<file path="config.mk">
export PLATFORM = sky130hd
export DESIGN_NAME = preg_scoreboard
export DESIGN_NICKNAME = d
export VERILOG_FILES = /design/src/rtl/preg_scoreboard.sv
export SDC_FILE = /design/constraint.sdc
export NUM_CORES = 1
export LEC_CHECK = 0
export ABC_AREA = 0
export ABC_CLOCK_PERIOD_IN_PS = 11700
export CAP_MARGIN = 20
export CORE_MARGIN = 2
export CORE_UTILIZATION = 35
export DETAILED_ROUTE_END_ITERATION = 16
export HOLD_SLACK_MARGIN = 0.12
export SLEW_MARGIN = 10
export SYNTH_ARGS = -nofsm -noshare
export SYNTH_HDL_FRONTEND = slang
export SYNTH_SLANG_ARGS = --single-unit
export TNS_END_PERCENT = 30
</file>
<file path="constraint.sdc">
create_clock -name clk -period 11.7 [get_ports clk]
set_input_delay 1.755 -clock clk [delete_from_list [all_inputs] [get_ports clk]]
set_output_delay 1.755 -clock clk [all_outputs]
set_load 0.01 [all_outputs]
</file>
<file path="src/rtl/preg_scoreboard.sv">
// Physical-register producer scoreboard: tracks in-flight writes from issue to
// write-back and stalls decode while a source's producer cannot be bypassed yet.
module preg_scoreboard #(
  parameter int PREG_ADDR_WIDTH = 6,
  parameter int CNT_WIDTH       = 7
) (
  input  logic                       clk,
  input  logic                       rst,
  input  logic                       dec_rs_enable,
  input  logic [PREG_ADDR_WIDTH-1:0] dec_prs_addr,
  input  logic                       dec_rt_enable,
  input  logic [PREG_ADDR_WIDTH-1:0] dec_prt_addr,
  input  logic                       issue_valid,
  input  logic                       issue_wb_reg,
  input  logic [PREG_ADDR_WIDTH-1:0] issue_write_addr,
  input  logic [1:0]                 issue_class,
  input  logic                       pipe_advance,
  input  logic                       muldiv_done,
  input  logic [PREG_ADDR_WIDTH-1:0] muldiv_addr,
  input  logic                       wb_wb_reg,
  input  logic [PREG_ADDR_WIDTH-1:0] wb_write_addr,
  input  logic                       flush,
  output logic                       dec_stall,
  output logic                       dec_rs_pending,
  output logic                       dec_rt_pending,
  output logic [CNT_WIDTH-1:0]       busy_count
);

  localparam int NUM_PREGS = 2 ** PREG_ADDR_WIDTH;
  localparam logic [1:0] CLS_ALU    = 2'd0;
  localparam logic [1:0] CLS_MULDIV = 2'd2;
  localparam logic [1:0] AGE_WB     = 2'd2;

  logic [NUM_PREGS-1:0]      busy_q, busy_d;
  logic [NUM_PREGS-1:0]      ready_q, ready_d;
  logic [NUM_PREGS-1:0][1:0] cls_q, cls_d;
  logic [NUM_PREGS-1:0][1:0] age_q, age_d;
  logic [CNT_WIDTH-1:0]      busy_count_q, busy_count_d;

  logic                 issue_hit;
  logic                 clear_hit;
  logic                 count_inc;
  logic                 count_dec;
  logic [NUM_PREGS-1:0] fwd;

  assign issue_hit = issue_valid && issue_wb_reg && (issue_write_addr != '0);
  assign clear_hit = wb_wb_reg && busy_q[wb_write_addr];
  assign count_inc = issue_hit && !busy_q[issue_write_addr];
  assign count_dec = clear_hit && !(issue_hit && (issue_write_addr == wb_write_addr));

  // Reserved class 3 falls into the default arm and behaves as a load.
  always_comb begin
    fwd = '0;
    for (int i = 0; i < NUM_PREGS; i++) begin
      case (cls_q[i])
        CLS_ALU:    fwd[i] = 1'b1;
        CLS_MULDIV: fwd[i] = ready_q[i];
        default:    fwd[i] = (age_q[i] != 2'd0);
      endcase
    end
  end

  always_comb begin
    busy_d       = busy_q;
    ready_d      = ready_q;
    cls_d        = cls_q;
    age_d        = age_q;
    busy_count_d = busy_count_q;

    for (int i = 0; i < NUM_PREGS; i++) begin
      if (pipe_advance && busy_q[i] && (cls_q[i] != CLS_MULDIV) && (age_q[i] != AGE_WB))
        age_d[i] = age_q[i] + 2'd1;
    end

    if (muldiv_done && busy_q[muldiv_addr] && (cls_q[muldiv_addr] == CLS_MULDIV))
      ready_d[muldiv_addr] = 1'b1;

    if (clear_hit)
      busy_d[wb_write_addr] = 1'b0;

    // Issue is applied last so it overrides a same-cycle clear, advance or completion.
    if (issue_hit) begin
      busy_d[issue_write_addr]  = 1'b1;
      cls_d[issue_write_addr]   = issue_class;
      age_d[issue_write_addr]   = 2'd0;
      ready_d[issue_write_addr] = 1'b0;
    end

    if (count_inc && !count_dec)
      busy_count_d = busy_count_q + CNT_WIDTH'(1);
    else if (count_dec && !count_inc)
      busy_count_d = busy_count_q - CNT_WIDTH'(1);

    if (flush) begin
      busy_d       = '0;
      ready_d      = '0;
      busy_count_d = '0;
    end
  end

  always_ff @(posedge clk) begin
    if (rst) begin
      busy_q       <= '0;
      ready_q      <= '0;
      cls_q        <= '0;
      age_q        <= '0;
      busy_count_q <= '0;
    end else begin
      busy_q       <= busy_d;
      ready_q      <= ready_d;
      cls_q        <= cls_d;
      age_q        <= age_d;
      busy_count_q <= busy_count_d;
    end
  end

  assign dec_rs_pending = dec_rs_enable && (dec_prs_addr != '0) &&
                          busy_q[dec_prs_addr] && !fwd[dec_prs_addr];
  assign dec_rt_pending = dec_rt_enable && (dec_prt_addr != '0) &&
                          busy_q[dec_prt_addr] && !fwd[dec_prt_addr];
  assign dec_stall      = dec_rs_pending || dec_rt_pending;
  assign busy_count     = busy_count_q;

endmodule

</file>
==> Flow_metrics.wiki <==
{| class="wikitable"
! Metric !! Value
|-
| Max-cap violation count || 0
|-
| Post-synthesis compound-gate area fraction || 16.2%
|-
| Worst R2R End || busy_count[6]$_SDFFE_PP0P_
|-
| Adder and majority gate portion of the synthesized area || around 7.3%
|-
| Fill count || ~6700
|-
| Number of primary I/O pins || 52
|-
| Min-Delay Path Depth || 2
|-
| Number of standard-cell rows in the floorplan || 94
|-
| Source of the worst hold timing path || ready_q[0]$_SDFF_PP0_
|-
| Multiplexer share of the synthesized area || between 10% and 20%
|-
| Seq pwr share || between 40% and 50%
|-
| PostCTS Resize Cnt || 0
|-
| Net Switching || about 0.00078 W
|-
| Die height || approximately 260 um
|-
| Leading register cell type out of synthesis || dfxtp_1
|-
| Run status || completed
|-
| Initial antenna violation count || 7
|-
| Transition time at the pin with the least slew margin || around 1.2 ns
|-
| Vias in the first global route || between 20000 and 25000
|-
| Largest delay contributor family on the critical path || buffers and inverters
|-
| Minimum setup slack among reg-to-reg paths || about 7.2 ns
|-
| Area share of xor/xnor cells in the synthesized design || around 2.8%
|-
| Pwr per Cell Area || approximately 120 nW/um2
|-
| Fin crit share || between 60 and 70%
|-
| Number of iterations in the first detailed-routing pass || 5
|-
| Synthesized cell area || between 20000 and 25000 um2
|-
| Endpoints failing hold || 0
|-
| Wirelength, routed || around 93 mm
|-
| Total setup violations reported at the end of the flow || 0
|-
| Sink Count || 391
|-
| Post-Route Skew || 0.0149 ns
|-
| Share of final-layout standard cells stronger than drive strength 1 || 9.19%
|-
| Cell breakdown of the critical path || clkdlybuf4s50_1, inv_1, mux4_2, o21ai_0, o22ai_1, a31oi_1, and3_1, or2_2, clkdlybuf4s50_1
|-
| Number of distinct library cells after synthesis || 81
|-
| Sw frac || ~26%
|-
| Worst-skew pair later-pin latency || about 0.6 ns
|-
| Critical Path Max Stage Delay || slightly below 0.8 ns
|-
| Warnings, synthesis || 0
|-
| Clock network fraction of total power || 47.2%
|-
| Min cycle time layout || just over 7 ns
|-
| Routed vias/inst || ~6
|-
| Worst Setup Start Kind || input pin
|-
| HP Class || reg -> reg
|-
| Max-slew headroom || between 20% and 30%
|-
| Logic depth of the worst register-to-register path || 17
|-
| Leftover overflow at the end of global routing || 0
|-
| Residual DRC count || 0
|-
| Proportion of synthesized chip area in sequential cells || about 33%
|-
| Routed WL per cell || between 20 and 30 um
|-
| Number of flops mapped to enable cells by yosys || 0
|-
| Core area || about 66000 um2
|-
| Number of synthesized register bits || 391
|-
| Post-CTS Setup Inserts || 0
|-
| Maximum number of pins on one net before global-route repair || 108
|-
| Crit. End Element || output port
|-
| Maximum net fanout on the critical path || 13
|-
| Int Pwr || around 0.0022 W
|-
| RSZ-0062 raised after global routing || no
|-
| Crit path buffers/inverters || 3
|-
| Core Util, Final || about 40%
|-
| Main combinational cell family by area after synthesis || simple AND/OR/NAND/NOR gates
|-
| Starting density of the core || 35.5%
|-
| Post-DP HPWL || ~64 mm
|-
| Die Area || 69100 um2
|-
| Combinational cell fraction of total power || under 10%
|-
| Cell seen most often among critical-path stages || clkdlybuf4s50_1
|-
| Sequential cell area || 7830 um2
|-
| Area of combinational cells with multiple inputs || around 14000 um2
|-
| Number of H-tree levels || 2
|-
| Maximum clock path buffer count || 3
|-
| TritonCTS clock tree || done
|-
| Number of vias after detailed routing || around 22000
|-
| First-pass GRT wire length || about 140 mm
|-
| Placer's final routability congestion estimate || approximately 1
|-
| Synth Area in Simple Gates || about a fifth
|-
| Worst Path Required || approximately 10 ns
|-
| Leak pwr || 8.34 nW
|-
| Critical Setup Path Class || in -> out
|-
| TritonCTS Buffers || 45
|-
| Number of nets still failing antenna checks after routing || 0
|-
| Worst-case vdd ir drop || between 0.1 and 0.15 mV
|-
| Number of input and output port buffers inserted || 51
|-
| Post-synth ARST share || 0%
|-
| Mean area per synthesized cell || between 8 and 9 um2
|-
| Hold Path Sink || ready_q[0]$_SDFF_PP0_
|-
| Total Nets Final || approximately 2900
|-
| Number of instances in the synthesized netlist || about 2800
|-
| Final number of max-transition violations || 0
|-
| Clock transition at the register clock pins on the worst setup and hold paths after CTS || roughly 0.060 ns
|-
| Worst R2R Start || busy_q[6]$_SDFF_PP0_
|-
| Worst Path Arrival || 5.38 ns
|-
| Number of hold buffers added after cts || 0
|-
| Total global-route track usage || a little over a quarter
|-
| Cell at the root of the clock tree || clkbuf_16
|-
| Layout area overhead || 10.8%
|-
| Setup Total Neg Slack || 0 ns
|-
| Violation count after the first detailed-routing iteration || between 2000 and 3000
|-
| Post-Synthesis Net Count || between 2000 and 3000
|-
| F_max || roughly 0.14 GHz
|-
| Die W || about 260 um
|-
| Slowest library cell on the worst path || clkdlybuf4s50_1
|}
-- per-stage QoR --
stage          total power [W]  cell area (um2)  std cells  hold slack [ns]  setup slack [ns]
6_report               0.00303            26000       3622            0.462              4.56
5_1_grt                0.00310            26000       3617            0.479              4.42
4_1_cts                0.00303            26000       3615            0.456              4.61
3_5_place_dp           0.00162            24500       3537            0.442              4.60
3_3_place_gp           0.00162            24500       3537            0.437              4.69
2_1_floorplan          0.00151            23500       2762            0.418              6.04
-- area by class of cell --
type | count | share of cell area [%]
multi-input cells | 2023 | 54.7
flip-flops and latches | 391 | 30.1
clock inverters | 8 | 0.371
well taps | 864 | 4.16
diodes | 6 | 0.0578
repair buffers | 83 | 2.75
clock buffers | 70 | 5.28
inverters | 177 | 2.56
-- worst register-to-register path, delay by kind of cell (launching register included) --
kind | cells | cell delay [ns]
buffers and inverters | 1 | 0.18
adders and majority gates | 2 | 0.71
DFF | 1 | 0.40
muxes | 2 | 0.75
AOI/OAI and AO/OA | 8 | 1.73
and+or+nand+nor | 3 | 0.48
xor gates and xnor gates | 1 | 0.14
-- synthesized netlist by cell type (all sizes together) (11+ instances only) --
cell type  count  area, um2
ha           135       1690
o41ai         27        327
dfxtp        391       7830
nor2         117        444
nand2        404       1520
mux2i         98        981
nand3        122        611
a22oi         67        508
inv          176        661
o22ai         11       68.8
buf           55        352
mux4          87       1970
nor2b         52        328
nor3         173        888
a21oi        233       1170
mux2          23        259
a22o          13        114
o21ai        138        691
clkbuf       116        435
or3           12       75.1
nand2b        38        238
xnor2         69        604
and4b         32        320
a221oi        21        196
a2bb2oi       12        105
-- worst max-delay path by stage --
stage	to	slack, ns	from	cells after the start
floorplan	dec_stall	6.04	dec_prs_addr[0]	8
global placement	dec_stall	4.69	dec_prs_addr[3]	9
detailed placement	dec_stall	4.60	dec_prs_addr[3]	9
CTS	dec_stall	4.61	dec_prs_addr[3]	9
global route	dec_stall	4.42	dec_prs_addr[3]	10
finish	dec_stall	4.56	dec_prs_addr[3]	9
-- cell families after synthesis --
logic type               Yosys count
AND/OR/NAND/NOR                 1008
AO/OA/AOI/OAI                    596
flip-flops                       391
buffers and inverters            348
multiplexers                     208
adder cells (fa/ha/maj)          136
XOR/XNOR                          75
-- power by group through the flow --
stage                     logic (W)  registers (W)  clock network, W
after floorplan            0.000148        0.00137                 0
after global placement     0.000250        0.00137                 0
after detailed placement   0.000249        0.00137                 0
after CTS                  0.000250        0.00134           0.00144
after global routing       0.000267        0.00134           0.00150
final                      0.000261        0.00134           0.00143
-- state kept, by name (all words and copies together), names as in the netlist --
register and count:
age_q 128, cls_q 128, busy_q 64, ready_q 64
busy_count 7
-- layer usage --
metal | vias up | wire length (um) | GRT usage (%)
met5 | - | 13 | 0
met4 | 2 | 5500 | 14.4
met3 | 294 | 10800 | 7.38
met2 | 1376 | 39400 | 38.6
met1 | 10500 | 37300 | 34.5
li1 | 9785 | - | -
-- layout by cell type (no fill, tap or decap), drive strengths merged, types with 67 or more instances in the layout --
master	count
a21oi	233
a22oi	67
clkbuf	72
dfxtp	391
ha	135
inv	177
mux2i	98
mux4	87
nand2	404
nand3	122
nor2	117
nor3	173
o21ai	138
xnor2	69
(Power assumes the default switching activity.)
